**config.mk**
```make
export PLATFORM = sky130hd
export DESIGN_NAME = sodor5_itype_golden
export DESIGN_NICKNAME = d
export VERILOG_FILES = /design/src/rtl/sodor5_itype_golden.sv
export SDC_FILE = /design/constraint.sdc
export NUM_CORES = 2
export LEC_CHECK = 0
export ABC_AREA = 1
export BUFFER_PORTS_ARGS = -buffer_cell sky130_fd_sc_hd__buf_2
export CELL_PAD_IN_SITES_DETAIL_PLACEMENT = 0
export CELL_PAD_IN_SITES_GLOBAL_PLACEMENT = 2
export CORE_AREA = 2 2 569 345
export CTS_CLUSTER_SIZE = 25
export DETAILED_ROUTE_END_ITERATION = 12
export DIE_AREA = 0 0 571 347
export PLACE_DENSITY = 0.77
export SYNTH_ARGS = -nofsm -noshare
export SYNTH_HDL_FRONTEND = slang
export SYNTH_SLANG_ARGS = --single-unit
export TNS_END_PERCENT = 20
```
**constraint.sdc**
```tcl
create_clock -name clk -period 3.73 [get_ports clk]
set_clock_uncertainty 0.05 [all_clocks]
set_input_delay 0 -clock clk [delete_from_list [all_inputs] [get_ports clk]]
set_output_delay 0 -clock clk [all_outputs]
set_load 0.005 [all_outputs]
```
**src/rtl/sodor5_itype_golden.sv**
```systemverilog
// sodor5_itype_golden: golden decoder/executor for the RV32I OP-IMM stream.
// Three stages: D (decode, register read), X (ALU), WB (record + regfile commit).
// One record per accepted instruction. Illegal words give a record with wb_illegal=1.
// Optional macro SODOR5_GOLDEN_FWD_EN: forward the X result into the D operand
// instead of stalling D for one cycle on an X->D dependency.
module sodor5_itype_golden #(
    parameter int XLEN     = 32,
    parameter int NUM_REGS = 32,
    parameter int REG_AW   = $clog2(NUM_REGS)
) (
    input  logic              clk,
    input  logic              reset_n,
    input  logic              in_valid,
    output logic              in_ready,
    input  logic [31:0]       in_instr,
    input  logic              init_we,
    input  logic [REG_AW-1:0] init_addr,
    input  logic [XLEN-1:0]   init_data,
    output logic              wb_valid,
    output logic [REG_AW-1:0] wb_rd,
    output logic [XLEN-1:0]   wb_data,
    output logic              wb_illegal,
    output logic [31:0]       retired_count
);

    localparam logic [6:0] OPC_OP_IMM = 7'b0010011;

    logic [XLEN-1:0]   regs [NUM_REGS];

    logic              d_valid;
    logic [31:0]       d_instr;
    logic [6:0]        d_opcode;
    logic [REG_AW-1:0] d_rd;
    logic [2:0]        d_funct3;
    logic [REG_AW-1:0] d_rs1;
    logic [11:0]       d_imm;
    logic              d_legal;
    logic [XLEN-1:0]   rf_rd;
    logic [XLEN-1:0]   d_op_a;

    logic              x_valid;
    logic              x_legal;
    logic [REG_AW-1:0] x_rd;
    logic [2:0]        x_funct3;
    logic [11:0]       x_imm;
    logic [XLEN-1:0]   x_a;
    logic [XLEN-1:0]   x_imm_sx;
    logic [XLEN-1:0]   x_result;
    logic              x_writes;

    logic              hazard;
    logic              stall;

    assign d_opcode = d_instr[6:0];
    assign d_rd     = d_instr[7 +: REG_AW];
    assign d_funct3 = d_instr[14:12];
    assign d_rs1    = d_instr[15 +: REG_AW];
    assign d_imm    = d_instr[31:20];

    // x0 always reads as zero; the array entry behind it is never written
    assign rf_rd = (d_rs1 == '0) ? '0 : regs[d_rs1];

    assign x_writes = x_valid && x_legal && (x_rd != '0);
    assign hazard   = d_valid && x_writes && (x_rd == d_rs1);

`ifdef SODOR5_GOLDEN_FWD_EN
    assign stall  = 1'b0;
    assign d_op_a = hazard ? x_result : rf_rd;
`else
    // D waits one cycle so the X result lands in the regfile before the re-read
    assign stall  = hazard;
    assign d_op_a = rf_rd;
`endif

    assign in_ready = !stall;

    // OP-IMM legality, including the funct7-like upper immediate bits of the shifts
    always_comb begin
        d_legal = (d_opcode == OPC_OP_IMM);
        if (d_funct3 == 3'd1)
            d_legal = d_legal && (d_imm[11:5] == 7'b0000000);
        if (d_funct3 == 3'd5)
            d_legal = d_legal && ((d_imm[11:5] == 7'b0000000) || (d_imm[11:5] == 7'b0100000));
    end

    assign x_imm_sx = {{(XLEN-12){x_imm[11]}}, x_imm};

    // X-stage ALU
    always_comb begin
        x_result = '0;
        case (x_funct3)
            3'd0: x_result = x_a + x_imm_sx;
            3'd1: x_result = x_a << x_imm[4:0];
            3'd2: x_result = {{(XLEN-1){1'b0}}, ($signed(x_a) < $signed(x_imm_sx))};
            3'd3: x_result = {{(XLEN-1){1'b0}}, (x_a < x_imm_sx)};
            3'd4: x_result = x_a ^ x_imm_sx;
            3'd5: x_result = x_imm[10] ? XLEN'($signed(x_a) >>> x_imm[4:0]) : (x_a >> x_imm[4:0]);
            3'd6: x_result = x_a | x_imm_sx;
            3'd7: x_result = x_a & x_imm_sx;
            default: x_result = '0;
        endcase
    end

    // D stage: load on handshake, hold while stalled
    always_ff @(posedge clk or negedge reset_n) begin
        if (!reset_n) begin
            d_valid <= 1'b0;
            d_instr <= '0;
        end else if (!stall) begin
            d_valid <= in_valid;
            d_instr <= in_instr;
        end
    end

    // X stage: advances every cycle, bubble when D is empty or stalled
    always_ff @(posedge clk or negedge reset_n) begin
        if (!reset_n) begin
            x_valid  <= 1'b0;
            x_legal  <= 1'b0;
            x_rd     <= '0;
            x_funct3 <= '0;
            x_imm    <= '0;
            x_a      <= '0;
        end else begin
            x_valid  <= d_valid && !stall;
            x_legal  <= d_legal;
            x_rd     <= d_rd;
            x_funct3 <= d_funct3;
            x_imm    <= d_imm;
            x_a      <= d_op_a;
        end
    end

    // WB record registers and retired counter
    always_ff @(posedge clk or negedge reset_n) begin
        if (!reset_n) begin
            wb_valid      <= 1'b0;
            wb_rd         <= '0;
            wb_data       <= '0;
            wb_illegal    <= 1'b0;
            retired_count <= '0;
        end else begin
            wb_valid   <= x_valid;
            wb_rd      <= x_valid ? x_rd : '0;
            wb_data    <= x_writes ? x_result : '0;
            wb_illegal <= x_valid && !x_legal;
            if (x_valid && x_legal)
                retired_count <= retired_count + 32'd1;
        end
    end

    // Shadow regfile (not reset); the pipeline write is last so it wins a same-address collision
    always_ff @(posedge clk) begin
        if (init_we && (init_addr != '0))
            regs[init_addr] <= init_data;
        if (x_writes)
            regs[x_rd] <= x_result;
    end

endmodule
```
==> results.cfg <==
[grt]
antenna_found_initial = 8
grt_max_degree = 99
overflow = 0
grt_pass1_wl_um = 432800
track_usage_pct = 30.12
grt_pass1_vias = 56740

[layout]
final_cell_mix = nand2_1, edfxtp_1, nor2_1
final_util_pct = 40.02
post-route-cell-area_mm2 = 0.07704
fillerInstances = 19400
drive_gt1_share_pct = 9.866
nNetsFinal = 8591
area_delta_synth_final_pct = 14.86
final_common_cell = nand2_1

[setup_path]
path_buf_inv = 3
cp_cell_sequence = buf_12, inv_4, a21oi_1, nand2_1, nand3_1, nand2_1, nand2_1, nand3_2, a21oi_1, nand3_2, buf_12, nand2_1, nand2_1
slowest_stage = a21oi_1
arrival_ns = 4.09
critical_path_class = reg2reg
crit_family = simple AND/OR/NAND/NOR gates
crit_required_ns = 4.20
crit_top_cell = nand2_1
end_kind = register
worst-path-max-fanout = 36
crit_path_start_kind = register
reg2reg_slack_ns = 0.11
critPathMaxStageDelay_ns = 0.57

[timing]
fmax_mhz = 276.2
setup_tns_ns = 0
tightest_slew_ns = 1.314
slew_viol_final = 0
slew_headroom_pct = 12.10
setup_viol = 0
fin_crit_ns = 3.620
hold_viol = 0
fin_crit_sh_pct = 97.05
rsz0062_at_grt = yes

[synth]
avgSynthCellArea_um2 = 7.992
synth.ff_latch_count = 1182
postSynth.asyncResetShare_pct = 13.37
yosysUniqueCellTypes = 65
postSynthCellCount = 8393
synth_warnings = 0
synth_edf_count = 1024
synthFlopType = edfxtp_1
synth_area_mm2 = 0.06708
synth-seq-area-share_pct = 51.74

[clocking]
h-tree-depth = 3
numClockSinks = 1182
cts_tree = done
ctsRootBufferMaster = clkbuf_16
cts.clk_slew.worst_paths_ns = 0.07
post_cts_buffers = 0
clock_path_buffers = 3
cts_inserted_buffers = 121
clock_latency_ns = 0.79

[outcome]
status = completed

[power_and_ir_drop]
peakVddDrop_v = 0.0004519
power_mw = 32.90
power_density_mw_per_mm2 = 427.0
power.leakage_nw = 32.60

[hold_path]
hold_path_class = in2reg

[die]
die_width_um = 571
initial_utilization_pct = 34.84
dieArea_mm2 = 0.1981
ios = 145
coreArea_mm2 = 0.1925
dieHeight_um = 347
core.rowCount = 125

[detailed_routing]
drc_errors = 0
antenna_left = 0
wl_per_cell_um = 27.52
first_iter_violations = 9281
vias_per_cell = 5.599
vias = 62310
drt_pass1_iterations = 8
drt-total-wl_um = 306300

[place]
dp_hpwl_um = 202400
gp_congestion = 0.9777
port_buffers = 144
place_area_mm2 = 0.07209

[job]
drv_cap = 0
cell usage after synthesis (35+ instances only):
cell	n	area (um^2)
a21oi_1	115	575.6
buf_1	51	191.4
clkbuf_1	435	1633
buf_2	166	830.8
a31oi_1	38	237.7
o221ai_1	198	1734
nor2_1	716	2688
o22ai_1	77	481.7
ha_1	98	1226
buf_4	57	427.9
nand2_1	3488	13090
inv_1	272	1021
nand3_1	537	2688
xor2_1	35	306.5
dfrtp_1	158	3954
edfxtp_1	1024	30750
o21ai_0	645	3228
logic make-up after synthesis:
kind of cell | count (synthesis) | synth area share, %
simple gates | 4884 | 28.99
buf+inv | 1026 | 6.583
flops | 1182 | 51.74
other cells | 1 | 0.005591
fa+ha+maj | 99 | 1.858
xor+xnor | 44 | 0.5745
compound gates | 1157 | 10.25
power by group:
group / leakage (nW) / total, mW / internal, mW / switching, mW
Sequential: 11.2 / 14.7 / 14.6 / 0.156
Combinational: 19.5 / 5.63 / 1.55 / 4.08
Clock: 1.88 / 12.6 / 6.72 / 5.83
Total: 32.6 / 32.9 / 22.8 / 10.1
sequential cells by signal, indices dropped and copies added (netlist names):
| register | cells |
|---|---|
| retired_count | 32 |
| wb_illegal | 1 |
| x_a | 32 |
| x_valid | 1 |
| x_imm | 12 |
| x_funct3 | 3 |
| x_legal | 1 |
| wb_valid | 1 |
| wb_rd | 5 |
| d_valid | 1 |
| d_instr | 32 |
| regs | 1024 |
| x_rd | 5 |
| wb_data | 32 |
what timing repair did:
action | CTS | global route
hold endpoints to repair | 1215 | 0
hold buffers | 101 | 0
setup endpoints to repair | 1 | 146
gates resized for setup | 1 | 3
pin swaps | 0 | 1
path summary, 6_finish.rpt:
check / startpoint / end / cells after the start
worst max-delay path: x_imm[0] / regs[28][22] / 13
worst min-delay path: init_addr[4] / regs[3][21] / 4
worst max register to register: x_imm[0] / regs[28][22] / 13
worst min register to register: d_instr[20] / x_imm[0] / 0
max in group asynchronous: reset_n / retired_count[30] / 4
min in group asynchronous: reset_n / d_instr[22] / 4
worst reg2reg max path: cells and delay by family, from the launching register on:
kind / cells / cell delay, ns
AO/OA/AOI/OAI: 2 / 0.88
AND/OR/NAND/NOR: 8 / 1.36
buffers and inverters: 3 / 0.69
flip-flops: 1 / 0.40
metal layers:
| layer | part of all wire [%] | track usage [%] |
|---|---|---|
| met1 | 49 | 49.56 |
| met2 | 37 | 38.61 |
| met3 | 12 | 7.481 |
| met4 | 1.5 | 5.094 |
| met5 | 0.0052 | 0 |
cell type report:
type	count	area, um^2	area share (%)
diodes	2	5.005	0.006496
clock buffers	165	3313	4.301
clock inverters	63	588.1	0.7633
inverters	298	1149	1.491
multi-input cells	6216	28670	37.21
flip-flops and latches	1182	34720	45.07
well taps	2603	3257	4.227
repair buffers	600	5341	6.933
stage by stage:
stage | hold WS (ns) | std cells | setup slack (ns)
4_1_cts | 0.07246 | 11130 | 0.09005
2_1_floorplan | -0.3456 | 8424 | 0.2457
6_report | 0.1333 | 11130 | 0.1101
3_3_place_gp | 0.02204 | 10800 | -0.1887
3_5_place_dp | 0.02612 | 10800 | 0.1506
5_1_grt | 0.1171 | 11130 | -0.07620
Note: power is estimated with default switching activity, not from simulation.
